File: src/rtl/stepper_if.sv
// Command/status bundle between the move controller and the stepper phase sequencer.
// The master issues moves; the slave (sequencer) reports progress and drives the phase bus.
interface stepper_if #(
  parameter int PERIOD_W = 16,
  parameter int COUNT_W  = 8
);
  logic                start;
  logic                dir;
  logic [COUNT_W-1:0]  steps;
  logic [PERIOD_W-1:0] period;
  logic                abort;
  logic                busy;
  logic                done;
  logic [COUNT_W-1:0]  remaining;
  logic [1:0]          selector;
  logic [3:0]          salida;

  modport master (
    output start, dir, steps, period, abort,
    input  busy, done, remaining, selector, salida
  );

  modport slave (
    input  start, dir, steps, period, abort,
    output busy, done, remaining, selector, salida
  );
endinterface

File: src/rtl/stepper_phase_sequencer.sv
// Full-step 4-phase stepper sequencer: accepts a move (steps, dir, period) and
// advances a 2-bit phase selector once per period, decoding it onto a one-hot bus.
module stepper_phase_sequencer #(
  parameter int PERIOD_W = 16,
  parameter int COUNT_W  = 8
) (
  input  logic     clk,
  input  logic     rst_n,
  stepper_if.slave bus
);

  typedef enum logic [1:0] {
    ST_IDLE,
    ST_RUN,
    ST_DONE
  } state_e;

  state_e              state_q, state_d;
  logic [PERIOD_W-1:0] presc_q, presc_d;
  logic [PERIOD_W-1:0] period_q, period_d;
  logic                dir_q, dir_d;
  logic [COUNT_W-1:0]  remaining_q, remaining_d;
  logic [1:0]          selector_q, selector_d;
  logic                tick;

  assign tick = (presc_q == period_q);

  // NOTE: every output of this block gets a hold default first, so no path can infer a latch.
  always_comb begin
    state_d     = state_q;
    presc_d     = presc_q;
    period_d    = period_q;
    dir_d       = dir_q;
    remaining_d = remaining_q;
    selector_d  = selector_q;

    unique case (state_q)
      ST_IDLE: begin
        if (bus.start) begin
          dir_d       = bus.dir;
          period_d    = bus.period;
          remaining_d = bus.steps;
          presc_d     = '0;
          state_d     = (bus.steps == '0) ? ST_DONE : ST_RUN;
        end
      end

      ST_RUN: begin
        // Abort takes priority over a coincident step tick.
        if (bus.abort) begin
          state_d = ST_IDLE;
        end else if (tick) begin
          presc_d     = '0;
          selector_d  = dir_q ? selector_q + 2'd1 : selector_q - 2'd1;
          remaining_d = remaining_q - 1'b1;
          if (remaining_q == COUNT_W'(1)) begin
            state_d = ST_DONE;
          end
        end else begin
          presc_d = presc_q + 1'b1;
        end
      end

      ST_DONE: begin
        remaining_d = '0;
        state_d     = ST_IDLE;
      end

      default: state_d = ST_IDLE;
    endcase
  end

  // NOTE: sequential state uses non-blocking assignments so all flops update together at the edge.
  always_ff @(posedge clk or negedge rst_n) begin
    if (!rst_n) begin
      state_q     <= ST_IDLE;
      presc_q     <= '0;
      period_q    <= '0;
      dir_q       <= 1'b0;
      remaining_q <= '0;
      selector_q  <= 2'b00;
    end else begin
      state_q     <= state_d;
      presc_q     <= presc_d;
      period_q    <= period_d;
      dir_q       <= dir_d;
      remaining_q <= remaining_d;
      selector_q  <= selector_d;
    end
  end

  // Phase decode stays live in IDLE so the motor keeps holding torque.
  always_comb begin
    unique case (selector_q)
      2'b00:   bus.salida = 4'b1000;
      2'b01:   bus.salida = 4'b0001;
      2'b10:   bus.salida = 4'b0010;
      default: bus.salida = 4'b0100;
    endcase
  end

  assign bus.busy      = (state_q == ST_RUN);
  assign bus.done      = (state_q == ST_DONE);
  assign bus.remaining = remaining_q;
  assign bus.selector  = selector_q;

endmodule

File: src/flat_wrapper.sv
// flat-port wrapper written by rule: the top's interface ports become plain ports
module stepper_phase_sequencer_flat 
#(
  parameter int PERIOD_W = 16,
  parameter int COUNT_W  = 8
)
  (clk, rst_n, bus_start, bus_dir, bus_steps, bus_period, bus_abort, bus_busy, bus_done, bus_remaining, bus_selector, bus_salida);
  stepper_if #(.PERIOD_W(PERIOD_W), .COUNT_W(COUNT_W)) bus_i ();
  input  logic clk;
  input  logic rst_n;
  input wire logic [$bits(bus_i.start)-1:0] bus_start;
  input wire logic [$bits(bus_i.dir)-1:0] bus_dir;
  input wire logic [$bits(bus_i.steps)-1:0] bus_steps;
  input wire logic [$bits(bus_i.period)-1:0] bus_period;
  input wire logic [$bits(bus_i.abort)-1:0] bus_abort;
  output wire logic [$bits(bus_i.busy)-1:0] bus_busy;
  output wire logic [$bits(bus_i.done)-1:0] bus_done;
  output wire logic [$bits(bus_i.remaining)-1:0] bus_remaining;
  output wire logic [$bits(bus_i.selector)-1:0] bus_selector;
  output wire logic [$bits(bus_i.salida)-1:0] bus_salida;
  assign bus_i.start = bus_start;
  assign bus_i.dir = bus_dir;
  assign bus_i.steps = bus_steps;
  assign bus_i.period = bus_period;
  assign bus_i.abort = bus_abort;
  assign bus_busy = bus_i.busy;
  assign bus_done = bus_i.done;
  assign bus_remaining = bus_i.remaining;
  assign bus_selector = bus_i.selector;
  assign bus_salida = bus_i.salida;
  stepper_phase_sequencer #(.PERIOD_W(PERIOD_W), .COUNT_W(COUNT_W)) u_core (.clk(clk), .rst_n(rst_n), .bus(bus_i));
endmodule
File: config.mk
export PLATFORM = sky130hd
export DESIGN_NAME = stepper_phase_sequencer_flat
export DESIGN_NICKNAME = d
export VERILOG_FILES = /design/src/rtl/stepper_if.sv /design/src/rtl/stepper_phase_sequencer.sv /design/src/flat_wrapper.sv
export SDC_FILE = /design/constraint.sdc
export NUM_CORES = 1
export LEC_CHECK = 0
export BUFFER_PORTS_ARGS = -buffer_cell sky130_fd_sc_hd__buf_2
export CAP_MARGIN = 20
export CORE_MARGIN = 2
export CORE_UTILIZATION = 28
export DETAILED_ROUTE_END_ITERATION = 8
export GPL_TIMING_DRIVEN = 0
export HOLD_SLACK_MARGIN = 0.05
export PLACE_DENSITY = 0.54
export SLEW_MARGIN = 20
export SYNTH_ARGS = -nofsm -noshare
export SYNTH_HDL_FRONTEND = slang
export SYNTH_SLANG_ARGS = --single-unit
File: constraint.sdc
create_clock -name clk -period 2.58 [get_ports clk]
set_input_delay 0.129 -clock clk [delete_from_list [all_inputs] [get_ports clk]]
set_output_delay 0.129 -clock clk [all_outputs]
set_load 0.02 [all_outputs]
==> impl_results.md <==
* Final worst path period need at 2.34 ns
* Die area at 10,100 um^2
* Area growth syn-to-layout at 19.8%
* Count leader, synth: dfrtp_1
* Worst-path fanout max at 10
* Flops & latches, synth at 45
* Grt met3 use at 0.0299
* Power per Cell Area at 1000 nW/um^2
* Post-synth top flop: dfrtp_1
* Worst EP required at 2.80 ns
* Port Buffers at 44
* Compound-gate portion of the synthesized area at 0.109
* Post-synth top cells: dfrtp_1, nor2_1, mux2_2, xor2_1, inv_1
* Worst Setup End Kind: flip-flop
* Later-pin clock latency in the skew report at 0.29 ns
* Hold Crit Class: primary input to flip-flop
* Setup WS post-layout at 0.237 ns
* Gr usage total at 0.119
* CTS Root Cell: clkbuf_8
* Sw frac at 0.414
* Vias in the first global route at 2,062
* ANT cells at 0
* Wirelength per Cell at 14.0 um
* Logic pwr share at 0.473
* Setup WS pre-CTS at -0.0185 ns
* Critical path class: flip-flop to flip-flop
* Worst vdd ir at 0.000299 V
* Share of layout cells above drive strength 1 at 0.290
* Post-DP HPWL at 4420 um
* GPL Wtd Cong at 0.821
* Unrepaired setup endpoints after global routing: no
* Via count at 1,992
* Fmax at 0.427 GHz
* Clock skew at 0.00747 ns
* Clock network power share at 0.165
* Synthesized area per cell at 10.6 um^2
* Initial Utilization at 0.286
* DRT antenna net count at 0
* Fillers at 940
* Power Total at 0.00312 W
* Antenna violations before repair at 0
* Final Cycle Share at 0.908
* Bufs on Longest Clock Path at 2
* P_leak at 1.39 nW
* Die height at 100 um
* Number of synthesis warnings at 0
* Worst Setup Start Kind: flip-flop
* Psw at 0.00129 W
* Multiplexer share of the synthesized area at 0.0899
* Ys async rst share at 1.00
* Rows at 35
* Post-CTS Setup Bufs at 0
* Syn_nets at 285
* Slew HR at 0.577
* Met2 usage at 0.209
* Post-synthesis adder-cell area fraction at 0.0481
* Final core utilization at 0.342
* Core footprint at 9110 um^2
* Setup Viol. Count Final at 0
* Final Max Tran Viols at 0
* DIE WIDTH at 100 um
* Post-synth EDFFs at 0
* Clock H-tree levels at 2
* Largest family of logic cells by synthesized area: simple AND/OR/NAND/NOR gates
* Final nets at 339
* Worst-path clk slew at 0.08 ns
* Largest net degree at the start of global routing at 46
* CTS Buf Count at 5
* Cell Area, Synth at 2600 um^2
* Cells after Synth at 246
* Flop pwr share at 0.362
* First-pass GRT wire length at 9710 um
* Via density at 4.85
* Fin. Hold Viols at 0
* Starting DRT DRC Count at 45
* Synth Area in Simple Gates at 0.183
* Xor/xnor share of the synthesized area at 0.104
* Sink Count at 45
* Met1 Track Usage GR at 0.148
* GRT busiest layer: met2
* Max-Cap Viols at 0
* Worst-Margin Slew at 0.634 ns
* Synth cell types at 48
* Sequential element share of the synthesized area at 0.432
* Final global-route overflow total at 0
* DRC viols at 0
* Total wire length at 5750 um
* CTS tree: built
* Internal power at 0.00183 W
* Status: finished, final reports clean
* Main area contributors after synthesis: dfrtp_1, mux2_2, xor2_1
* Post-synth top area share at 0.432
* Worst EP arrival at 2.57 ns
* I/O pin cnt at 45
* Synth area leader: dfrtp_1
* Hold_ws at 0.0638 ns
* Drt pass-1 iters at 4
## critical path, stage by stage, from the launching register on
cell and delay (ns):
dfrtp_1 0.39, inv_1 0.09, ha_1 0.20, clkbuf_2 0.20
nand2_2 0.13, o2111ai_1 0.18, or3_1 0.47, or4_1 0.48
a21oi_1 0.14
## registers in the layout, indices dropped and copies added, names as in the netlist
| register | count |
|---|---|
| u_core.period_q | 16 |
| u_core.presc_q | 16 |
| u_core.bus.remaining | 8 |
| u_core.bus.selector | 2 |
| u_core.state_q | 2 |
| u_core.dir_q | 1 |
## per-layer routing
metal	vias to the layer above	share of wire
li1	994	-
met1	965	0.45
met2	31	0.51
met3	2	0.032
met4	0	0.0044
met5	-	0
## through the flow
stage          setup TNS [ns]  cells  cell area, um^2
2_1_floorplan               0    246             2600
3_3_place_gp         -0.00937    401             2960
3_5_place_dp          -0.0344    401             2960
4_1_cts                     0    410             3090
5_1_grt                     0    411             3120
6_report                    0    411             3120
## logic make-up (layout without fill, tap and decap cells)
family | after synthesis | in the layout
simple gates | 81 | 81
buf+inv | 21 | 75
flops | 45 | 45
xor+xnor | 30 | 30
mux | 21 | 21
compound gates | 38 | 38
fa+ha+maj | 10 | 10
## power groups by stage
| stage | Clock, W | Combinational, W | Sequential, W |
|---|---|---|---|
| 6_report | 0.000515 | 0.00148 | 0.00113 |
| 5_1_grt | 0.000556 | 0.00164 | 0.00117 |
| 4_1_cts | 0.000533 | 0.00147 | 0.00113 |
| 3_5_place_dp | 0 | 0.00145 | 0.00115 |
| 3_3_place_gp | 0 | 0.00143 | 0.00114 |
| 2_1_floorplan | 0 | 0.00106 | 0.00116 |
## cell usage in the layout (no fill, tap or decap), types with 2 or more instances in the layout
| master | instances |
|---|---|
| a21oi_1 | 4 |
| mux2_2 | 19 |
| nor3_1 | 6 |
| inv_1 | 14 |
| nand4_1 | 2 |
| clkbuf_8 | 5 |
| clkbuf_1 | 2 |
| nand2_1 | 12 |
| xnor2_1 | 13 |
| a22o_1 | 2 |
| nand3_1 | 6 |
| or4_1 | 2 |
| or3_1 | 3 |
| nor4_2 | 2 |
| o21ai_1 | 6 |
| o31ai_1 | 2 |
| nor2_1 | 23 |
| o221ai_1 | 2 |
| ha_1 | 10 |
| nand2b_1 | 2 |
| xor2_1 | 16 |
| and4_1 | 2 |
| dfrtp_1 | 45 |
| o21ai_0 | 3 |
| o31a_1 | 2 |
| buf_2 | 46 |
| a221o_1 | 3 |
| mux2i_1 | 2 |
| dlygate4sd3_1 | 3 |
| nor4_4 | 2 |
| o211ai_1 | 5 |
| nor4_1 | 10 |
## area by class of cell
cell class                 count  area, um^2  area share
tap                          111         139      0.0445
clock inverter                 2        35.0      0.0112
buffer                         7        38.8      0.0124
inverter                      14        52.6      0.0169
clock buffer                   5        68.8      0.0221
sequential                    45        1130       0.361
multi-input combinational    180        1410       0.451
timing repair buffer          47         253      0.0811
## path summary, 6_finish.rpt
kind	end	slack [ns]	cells after the start	startpoint
worst min register to register	u_core.dir_q	0.53	1	u_core.dir_q
worst max-delay path	u_core.presc_q[15]	0.24	8	u_core.state_q[1]
max in group asynchronous	u_core.period_q[2]	1.82	2	rst_n
worst min-delay path	u_core.period_q[4]	0.06	2	bus_period[4]
min in group asynchronous	u_core.bus.remaining[6]	0.38	2	rst_n
worst max register to register	u_core.presc_q[15]	0.24	8	u_core.state_q[1]
## timing repair
| item | in CTS | in global routing |
|---|---|---|
| hold buffers | 2 | 1 |
| pin swaps | 0 | 0 |
| gates resized for setup | 1 | 4 |
| endpoints found under the setup margin | 2 | 1 |
| endpoints found under the hold margin | 35 | 1 |
(Power assumes the default switching activity.)
